File: config.mk
export PLATFORM = sky130hd
export DESIGN_NAME = id_ex_stage
export DESIGN_NICKNAME = d
export VERILOG_FILES = /design/src/rtl/id_ex_stage.sv
export SDC_FILE = /design/constraint.sdc
export NUM_CORES = 1
export LEC_CHECK = 0
export BUFFER_PORTS_ARGS = -buffer_cell sky130_fd_sc_hd__clkbuf_2
export CORE_ASPECT_RATIO = 1.4
export CORE_UTILIZATION = 54
export CTS_CLUSTER_SIZE = 30
export DETAILED_ROUTE_END_ITERATION = 8
export HOLD_SLACK_MARGIN = 0.05
export MAX_ROUTING_LAYER = met4
export PLACE_DENSITY = 0.87
export SLEW_MARGIN = 10
export SYNTH_ARGS = -nofsm -noshare
export SYNTH_HDL_FRONTEND = slang
export SYNTH_SLANG_ARGS = --single-unit
File: constraint.sdc
create_clock -name clk -period 6.3 [get_ports clk]
set_input_delay 1.26 -clock clk [delete_from_list [all_inputs] [get_ports clk]]
set_output_delay 1.26 -clock clk [all_outputs]
set_load 0.02 [all_outputs]
File: src/rtl/id_ex_stage.sv
// ID/EX pipeline register with registered forwarding selects and load-use stall detection.
// Selects are computed from the ID indices one cycle early so EX muxes see a flop output.
module id_ex_stage #(
  parameter int width   = 32,
  parameter int regbits = 5
) (
  input  logic               clk,
  input  logic               reset,
  input  logic               id_valid,
  input  logic [regbits-1:0] id_rs,
  input  logic [regbits-1:0] id_rt,
  input  logic [regbits-1:0] id_rd,
  input  logic [width-1:0]   id_rd1,
  input  logic [width-1:0]   id_rd2,
  input  logic [width-1:0]   id_imm,
  input  logic               id_regwrite,
  input  logic               id_memtoreg,
  input  logic               id_memwrite,
  input  logic               id_alusrc,
  input  logic [2:0]         id_alucontrol,
  input  logic [regbits-1:0] mem_rd,
  input  logic               mem_regwrite,
  input  logic               flush,
  input  logic               hold,
  output logic               ex_valid,
  output logic [regbits-1:0] ex_rs,
  output logic [regbits-1:0] ex_rt,
  output logic [regbits-1:0] ex_rd,
  output logic [width-1:0]   ex_rd1,
  output logic [width-1:0]   ex_rd2,
  output logic [width-1:0]   ex_imm,
  output logic               ex_regwrite,
  output logic               ex_memtoreg,
  output logic               ex_memwrite,
  output logic               ex_alusrc,
  output logic [2:0]         ex_alucontrol,
  output logic [1:0]         ex_fwd_a,
  output logic [1:0]         ex_fwd_b,
  output logic               id_stall
);

  typedef struct packed {
    logic               valid;
    logic [regbits-1:0] rs;
    logic [regbits-1:0] rt;
    logic [regbits-1:0] rd;
    logic [width-1:0]   rd1;
    logic [width-1:0]   rd2;
    logic [width-1:0]   imm;
    logic               regwrite;
    logic               memtoreg;
    logic               memwrite;
    logic               alusrc;
    logic [2:0]         alucontrol;
    logic [1:0]         fwd_a;
    logic [1:0]         fwd_b;
  } stage_t;

  stage_t stage_q, stage_d;

  logic ex_wr_ok, mem_wr_ok;
  logic ex_hit_rs, ex_hit_rt, mem_hit_rs, mem_hit_rt;
  logic stall;
  logic [1:0] fwd_a_d, fwd_b_d;

  // Register $0 never matches a producer.
  assign ex_wr_ok   = stage_q.valid & stage_q.regwrite & (stage_q.rd != '0);
  assign mem_wr_ok  = mem_regwrite & (mem_rd != '0);
  assign ex_hit_rs  = ex_wr_ok & (stage_q.rd == id_rs);
  assign ex_hit_rt  = ex_wr_ok & (stage_q.rd == id_rt);
  assign mem_hit_rs = mem_wr_ok & (mem_rd == id_rs);
  assign mem_hit_rt = mem_wr_ok & (mem_rd == id_rt);

  always_comb begin
    fwd_a_d = 2'b00;
    fwd_b_d = 2'b00;
    // The EX occupant is younger than the MEM occupant, so it wins.
    if (ex_hit_rs)       fwd_a_d = 2'b10;
    else if (mem_hit_rs) fwd_a_d = 2'b01;
    if (ex_hit_rt)       fwd_b_d = 2'b10;
    else if (mem_hit_rt) fwd_b_d = 2'b01;
  end

  assign stall = ~flush & id_valid & stage_q.valid & stage_q.memtoreg &
                 (stage_q.rd != '0) &
                 ((stage_q.rd == id_rs) | (stage_q.rd == id_rt));

  always_comb begin
    stage_d = stage_q;
    if (flush) begin
      stage_d = '0;
    end else if (hold) begin
      stage_d = stage_q;
    end else if (stall) begin
      stage_d = '0;
    end else begin
      stage_d.valid      = id_valid;
      stage_d.rs         = id_rs;
      stage_d.rt         = id_rt;
      stage_d.rd         = id_rd;
      stage_d.rd1        = id_rd1;
      stage_d.rd2        = id_rd2;
      stage_d.imm        = id_imm;
      stage_d.regwrite   = id_regwrite;
      stage_d.memtoreg   = id_memtoreg;
      stage_d.memwrite   = id_memwrite;
      stage_d.alusrc     = id_alusrc;
      stage_d.alucontrol = id_alucontrol;
      stage_d.fwd_a      = fwd_a_d;
      stage_d.fwd_b      = fwd_b_d;
    end
  end

  always_ff @(posedge clk or posedge reset) begin
    if (reset) stage_q <= '0;
    else       stage_q <= stage_d;
  end

  assign ex_valid      = stage_q.valid;
  assign ex_rs         = stage_q.rs;
  assign ex_rt         = stage_q.rt;
  assign ex_rd         = stage_q.rd;
  assign ex_rd1        = stage_q.rd1;
  assign ex_rd2        = stage_q.rd2;
  assign ex_imm        = stage_q.imm;
  assign ex_regwrite   = stage_q.regwrite;
  assign ex_memtoreg   = stage_q.memtoreg;
  assign ex_memwrite   = stage_q.memwrite;
  assign ex_alusrc     = stage_q.alusrc;
  assign ex_alucontrol = stage_q.alucontrol;
  assign ex_fwd_a      = stage_q.fwd_a;
  assign ex_fwd_b      = stage_q.fwd_b;
  assign id_stall      = stall;

endmodule

==> load_flow_metrics.sql, run 1 <==
INSERT INTO impl_metrics (metric_group, metric, value, unit) VALUES
('setup_path', 'worst-r2r-cell-count', '7', ''),
('hold_path', 'worstHoldStart', 'ex_imm[7]', ''),
('finish', 'fillerInstances', '848', ''),
('setup_path', 'data_required_critical_path', '5040', 'ps'),
('route', 'antenna_left', '0', ''),
('route', 'drt_iter0_markers', '210', ''),
('route', 'routed_wirelength', '17.1', 'mm'),
('die', 'die-height', '134', 'um'),
('setup_path', 'worst_setup_path_start_kind', 'input pin', ''),
('sta', 'clock-skew-final', '11.5', 'ps'),
('yosys', 'postSynth.asyncResetShare', '100', '%'),
('yosys', 'synth_cell_type_count', '24', ''),
('die', 'initial_utilization', '56.0', '%'),
('finish', 'finish.net_count', '934', ''),
('yosys', 'synth_top_area_share', '46.0', '%'),
('sta', 'timing_worst_slew_pin_value', '1200', 'ps'),
('cts', 'postCtsResizedCells', '0', ''),
('pwr', 'power.combinational.fraction', '14.5', '%'),
('placement', 'detailedPlacementHpwl', '11.4', 'mm'),
('cts', 'max-clock-path-buffers', '2', ''),
('yosys', 'synth-main-ff-cell', 'sky130_fd_sc_hd__dfrtp_1', ''),
('global_route', 'number_of_antenna_violations_at_the_first_check_in_global_routing', '0', ''),
('yosys', 'number_of_flops_mapped_to_enable_cells_by_yosys', '0', ''),
('sta', 'grt_setup_unrepaired', 'false', ''),
('finish', 'final_cell_area', '8510', 'um2'),
('route', 'route.detailed.wl_per_inst', '17.7', 'um'),
('pwr', 'leakage', '4.71', 'nW'),
('sta', 'layout_worst_path_cycle_share', '67.9', '%'),
('pwr', 'power.density_cell_area', '262', 'nW/um2'),
('global_route', 'gr-usage-all-layers', '28.4', '%'),
('pwr', 'seq_power_share', '38.8', '%'),
('pwr', 'power.total', '2.23', 'mW'),
('cts', 'cts_tree', 'built', ''),
('setup_path', 'crit_path_max_fanout', '55', ''),
('sta', 'period_needed', '4280', 'ps'),
('cts', 'cts_made_buffers', '17', ''),
('setup_path', 'r2r_end', 'ex_imm[11]', ''),
('die', 'chipWidth', '96.1', 'um'),
('setup_path', 'worst_setup_path_end_kind', 'primary output', ''),
('yosys', 'synth_area_per_cell', '11.3', 'um2'),
('global_route', 'global_route_wire_length_before_repair', '27.1', 'mm'),
('sta', 'max_freq', '0.234', 'GHz'),
('setup_path', 'reg2reg_slack', '3180', 'ps'),
('cts', 'htree_num_levels', '4', ''),
('die', 'die-area', '12800', 'um2'),
('pwr', 'p_clk_share', '46.7', '%'),
('hold_path', 'hold_class', 'reg -> reg', ''),
('run_status', 'run_status', 'finished clean', ''),
('yosys', 'post-synth-top-area-cell', 'sky130_fd_sc_hd__dfrtp_1', ''),
('cts', 'clock-sinks', '123', ''),
('pwr', 'power.switching', '0.596', 'mW'),
('yosys', 'synth_top_cells_by_area', 'sky130_fd_sc_hd__dfrtp_1, sky130_fd_sc_hd__o41ai_2, sky130_fd_sc_hd__nand3b_1, sky130_fd_sc_hd__inv_1, sky130_fd_sc_hd__nand2_1', ''),
('finish', 'regArea', '3080', 'um2'),
('setup_path', 'cp_slowest_cell', 'sky130_fd_sc_hd__inv_6', ''),
('yosys', 'synth_warnings', '0', ''),
('die', 'core.rowCount', '47', ''),
('setup_path', 'worst_path_most_repeated_cell', 'sky130_fd_sc_hd__clkbuf_2', ''),
('pwr', 'switching_share', '26.8', '%'),
('setup_path', 'path_cells', 'clkbuf_2 -> xnor2_1 -> nand2_1 -> nor3_1 -> o2111ai_2 -> inv_6 -> clkbuf_2', ''),
('placement', 'placement.cell_area', '7880', 'um2'),
('finish', 'multi_input_area', '2860', 'um2'),
('sta', 'slew_viol_final', '0', ''),
('cts', 'root_buffer', 'sky130_fd_sc_hd__clkbuf_16', ''),
('yosys', 'most_frequent_cell_after_synthesis', 'sky130_fd_sc_hd__dfrtp_1', ''),
('yosys', 'synthesis.area', '6690', 'um2'),
('route', 'vias_per_cell', '5.69', ''),
('global_route', 'grt_overflow', '0', ''),
('finish', 'layout-drive-gt1-share', '47.8', '%'),
('sta', 'setup_total_negative_slack', '0', 'ps'),
('finish', 'antenna_cells_inserted', '0', ''),
('global_route', 'via_count_of_the_first_global_routing_pass', '5592', '');
per-stage QoR:
step | hold slack (ps) | setup WS, ps | cells
floorplan | 587 | 1770 | 591
global route | 498 | 1880 | 965
global placement | 457 | 2100 | 933
CTS | 480 | 2000 | 965
detailed placement | 465 | 2000 | 933
finish | 480 | 2020 | 965
area by class of cell:
type / instances / share of cell area, %
Inverter: 120 / 5.38
Sequential cell: 123 / 36.1
Clock inverter: 13 / 2.25
Clock buffer: 19 / 5.20
Timing Repair Buffer: 256 / 15.3
Multi-Input combinational cell: 287 / 33.5
Tap cell: 147 / 2.16
critical path, delay by kind of cell:
family | cells | cell delay [ps]
buffers and inverters | 3 | 940
AOI/OAI and AO/OA | 1 | 290
xor gates and xnor gates | 1 | 150
and+or+nand+nor | 2 | 360
per-layer routing:
layer,track usage (%),vias to the layer above,part of all wire (%)
met4,11.7,0,2.1
met3,6.96,33,6.4
li1,-,2508,-
met2,45.7,223,52
met1,33.5,2730,40
met5,-,-,0
worst min-delay path by stage:
stage                             to  slack, ps  cells after the start
after floorplan           ex_imm[10]        590                      2
after global placement     ex_imm[6]        460                      2
after detailed placement    ex_rt[1]        460                      2
after CTS                   ex_rs[0]        480                      2
after global routing      ex_rd1[21]        500                      2
final                      ex_imm[7]        480                      2
flip-flops by register name (all words and copies together) (netlist names):
signal / cells
ex_imm: 32
ex_rd1: 32
ex_rd2: 32
ex_rd: 5
ex_rs: 5
ex_rt: 5
ex_alucontrol: 3
ex_fwd_a: 2
ex_fwd_b: 2
ex_alusrc: 1
ex_memtoreg: 1
ex_memwrite: 1
ex_regwrite: 1
ex_valid: 1
power by group through the flow:
stage | registers (mW) | clock network [mW] | logic, mW
floorplan | 0.925 | 0 | 0.153
global placement | 0.874 | 0 | 0.315
detailed placement | 0.876 | 0 | 0.325
CTS | 0.864 | 1.06 | 0.326
global route | 0.868 | 1.09 | 0.351
finish | 0.864 | 1.04 | 0.323
cells in the final DEF (no fill, tap or decap), types with 2 or more instances in the layout:
| cell | netlist | routed |
|---|---|---|
| sky130_fd_sc_hd__inv_1 | 119 | 118 |
| sky130_fd_sc_hd__bufinv_16 | 0 | 4 |
| sky130_fd_sc_hd__inv_6 | 0 | 3 |
| sky130_fd_sc_hd__a32o_1 | 4 | 4 |
| sky130_fd_sc_hd__dfrtp_1 | 123 | 123 |
| sky130_fd_sc_hd__xnor2_1 | 14 | 14 |
| sky130_fd_sc_hd__clkbuf_2 | 0 | 250 |
| sky130_fd_sc_hd__o41ai_2 | 100 | 100 |
| sky130_fd_sc_hd__o41ai_1 | 18 | 18 |
| sky130_fd_sc_hd__nor4_1 | 4 | 4 |
| sky130_fd_sc_hd__buf_4 | 0 | 4 |
| sky130_fd_sc_hd__nand3b_1 | 70 | 70 |
| sky130_fd_sc_hd__buf_6 | 11 | 2 |
| sky130_fd_sc_hd__clkinvlp_4 | 0 | 3 |
| sky130_fd_sc_hd__nand2_1 | 56 | 56 |
| sky130_fd_sc_hd__nor3_1 | 3 | 3 |
| sky130_fd_sc_hd__clkinv_4 | 0 | 3 |
| sky130_fd_sc_hd__nor2_1 | 3 | 3 |
| sky130_fd_sc_hd__nand3_1 | 2 | 2 |
| sky130_fd_sc_hd__clkbuf_16 | 0 | 17 |
| sky130_fd_sc_hd__xor2_1 | 6 | 6 |
logic make-up (layout without fill, tap and decap cells):
kind of cell,Yosys count,count (layout),share of synthesized area (%)
flops,123,123,46.0
compound gates,126,126,27.8
simple gates,141,141,12.2
buf+inv,181,408,11.4
xor+xnor,20,20,2.62
No activity file was read; power rests on OpenSTA's default activity.
==> run 2, diff against run 1 <==
--- a/config.mk
+++ b/config.mk
@@ -7,12 +7,12 @@
 export LEC_CHECK = 0
 export BUFFER_PORTS_ARGS = -buffer_cell sky130_fd_sc_hd__clkbuf_2
 export CORE_ASPECT_RATIO = 1.4
-export CORE_UTILIZATION = 54
+export CORE_UTILIZATION = 50
 export CTS_CLUSTER_SIZE = 30
 export DETAILED_ROUTE_END_ITERATION = 8
 export HOLD_SLACK_MARGIN = 0.05
 export MAX_ROUTING_LAYER = met4
-export PLACE_DENSITY = 0.87
+export PLACE_DENSITY = 0.81
 export SLEW_MARGIN = 10
 export SYNTH_ARGS = -nofsm -noshare
 export SYNTH_HDL_FRONTEND = slang
==> constraint.sdc (replaced) <==
create_clock -name clk -period 4.4 [get_ports clk]
set_input_delay 0.88 -clock clk [delete_from_list [all_inputs] [get_ports clk]]
set_output_delay 0.88 -clock clk [all_outputs]
set_load 0.02 [all_outputs]
==> run 2 against run 1 <==
Effect of this change:
- clock power rose by 44%
- critical path type unchanged
- power increased by 43%
- setup slack worse by 920 ps
- critical endpoint unchanged
- clock skew down 0.83 ps
- highest routed layer unchanged
- routed wire length shrank 2.9%
- non-clock buffer count rose by 3
==> load_flow_metrics.sql, run 2 (synthesis gave the netlist of run 1 again) <==
INSERT INTO impl_metrics (metric_group, metric, value, unit) VALUES
('sta', 'setup_total_negative_slack', '0', 'ps'),
('global_route', 'global_route_wire_length_before_repair', '27.1', 'mm'),
('setup_path', 'criticalPathCategory', 'in -> out', ''),
('global_route', 'number_of_antenna_violations_at_the_first_check_in_global_routing', '1', ''),
('route', 'vias_per_cell', '5.31', ''),
('finish', 'commonest_cells_after_routing_fill_and_taps_aside', 'sky130_fd_sc_hd__clkbuf_2, sky130_fd_sc_hd__dfrtp_1, sky130_fd_sc_hd__inv_1', ''),
('placement', 'detailedPlacementHpwl', '10.8', 'mm'),
('setup_path', 'crit_path_max_fanout', '39', ''),
('setup_path', 'critical_path.top_delay_family', 'buffers and inverters', ''),
('finish', 'mostFrequentLayoutCell', 'sky130_fd_sc_hd__clkbuf_2', ''),
('setup_path', 'worst_setup_path_start_kind', 'input pin', ''),
('pwr', 'power.ir.vdd_worst', '246', 'uV'),
('route', 'route.detailed.wl_per_inst', '16.6', 'um'),
('setup_path', 'worst_path_most_repeated_cell', 'sky130_fd_sc_hd__clkbuf_2', ''),
('sta', 'clock-skew-final', '10.7', 'ps'),
('cts', 'worst_skew_pair_latency', '410', 'ps'),
('sta', 'grt_setup_unrepaired', 'false', ''),
('die', 'die-height', '139', 'um'),
('cts', 'postCtsResizedCells', '0', ''),
('sta', 'max_freq', '0.303', 'GHz'),
('cts', 'max-clock-path-buffers', '2', ''),
('route', 'route.detailed.drc', '0', ''),
('sta', 'worst_relative_slew_slack', '29.3', '%'),
('die', 'floorplan.core_area', '12900', 'um2'),
('cts', 'cts_hold_buffers', '0', ''),
('route', 'antenna_left', '0', ''),
('setup_path', 'cp_slowest_cell', 'sky130_fd_sc_hd__inv_6', ''),
('finish', 'stdcell_count', '1000', ''),
('global_route', 'grt_overflow', '0', ''),
('run', 'max-cap-violations', '0', ''),
('cts', 'cts_tree', 'built', ''),
('placement', 'place.gp.congestion', '0.846', ''),
('route', 'drt-pass1-iter-count', '4', ''),
('cts', 'cts_setup_buffers', '0', ''),
('setup_path', 'timing.critical_path.slowest_cell_delay', '410', 'ps'),
('route', 'routed_wirelength', '16.6', 'mm'),
('die', 'io_pins', '253', ''),
('sta', 'layout_worst_path_cycle_share', '75.0', '%'),
('die', 'chipWidth', '99.8', 'um'),
('cts', 'path_clk_slew', '60', 'ps'),
('global_route', 'grt_max_degree', '87', ''),
('placement', 'placement.setup.worst_slack', '1080', 'ps'),
('finish', 'finish.net_count', '937', ''),
('global_route', 'gr-usage-all-layers', '25.4', '%'),
('run_status', 'run_status', 'finished clean', ''),
('sta', 'period_needed', '3300', 'ps'),
('die', 'core.rowCount', '49', ''),
('finish', 'layout-drive-gt1-share', '47.9', '%'),
('placement', 'port_buffers', '252', ''),
('route', 'route.vias.total', '5312', ''),
('finish', 'areaGrowthSynthToFinish', '28.6', '%'),
('setup_path', 'data_required_critical_path', '3520', 'ps'),
('setup_path', 'worst_setup_path_end_kind', 'primary output', ''),
('pwr', 'leakage', '4.73', 'nW'),
('route', 'drt_iter0_markers', '271', ''),
('placement', 'number_of_cells_in_the_design_after_placement', '967', ''),
('cts', 'root_buffer', 'sky130_fd_sc_hd__clkbuf_16', ''),
('sta', 'slew_viol_final', '0', ''),
('setup_path', 'path_cells', 'clkbuf_2 -> xnor2_1 -> nand2_1 -> nor3_1 -> o2111ai_2 -> inv_6 -> clkbuf_2', ''),
('sta', 'timing_worst_slew_pin_value', '1060', 'ps'),
('global_route', 'via_count_of_the_first_global_routing_pass', '5336', ''),
('hold_path', 'hold_class', 'reg -> reg', ''),
('die', 'die-area', '13900', 'um2'),
('cts', 'clock-sinks', '123', ''),
('sta', 'setup_viol', '0', ''),
('die', 'initial_utilization', '51.7', '%'),
('pwr', 'power.density_cell_area', '372', 'nW/um2'),
('sta', 'hold_viol', '0', ''),
('cts', 'htree_num_levels', '4', ''),
('sta', 'final.setup.worst_slack', '1100', 'ps'),
('cts', 'cts_made_buffers', '17', ''),
('setup_path', 'timing.critical_path.buf_inv', '3', ''),
('setup_path', 'worst-endpoint-arrival', '2420', 'ps');
-- run 2: power by group --
group	internal (mW)	total, mW	switching, mW
sequential	1.19	1.23	0.0407
clock	0.972	1.50	0.529
combinational	0.179	0.463	0.284
total	2.34	3.20	0.854
-- run 2: final cells by class --
| type | count | area [um2] |
|---|---|---|
| well taps | 178 | 223 |
| flip-flops and latches | 123 | 3080 |
| clock inverters | 12 | 188 |
| inverters | 120 | 458 |
| fillers | 1022 | 4330 |
| multi-input cells | 287 | 2860 |
| repair buffers | 259 | 1350 |
| clock buffers | 20 | 447 |
| diodes | 1 | 2.50 |
-- run 2: through the flow --
stage	instance area, um2	hold slack (ps)	power [mW]	util, %
2_1_floorplan	6690	587	1.54	-
3_3_place_gp	7970	455	1.71	61.6
3_5_place_dp	7970	465	1.72	61.6
4_1_cts	8600	481	3.23	66.5
5_1_grt	8600	495	3.32	66.5
6_report	8600	477	3.20	66.5
-- run 2: final timing paths --
path                            slack (ps)  depth (start not counted)  startpoint         end
worst max-delay path                  1100                          7    id_rs[2]    id_stall
worst min register to register         480                          2  ex_rd2[31]  ex_rd2[31]
worst min-delay path                   480                          2  ex_rd2[31]  ex_rd2[31]
min in group asynchronous              600                          2       reset  ex_rd2[19]
max in group asynchronous             2940                          3       reset  ex_imm[15]
worst max register to register        1830                          7    ex_rd[2]    ex_valid
-- run 2: worst min-delay path, stage by stage (launching register included) --
cell and delay [ps]:
sky130_fd_sc_hd__dfrtp_1 340, sky130_fd_sc_hd__nand2_1 60, sky130_fd_sc_hd__o41ai_2 50
-- run 2: per-layer routing --
layer / track usage (%) / part of all wire [%]
met1: 31.8 / 43
met2: 40.0 / 49
met3: 6.00 / 6.2
met4: 8.82 / 2.0
met5: - / 0
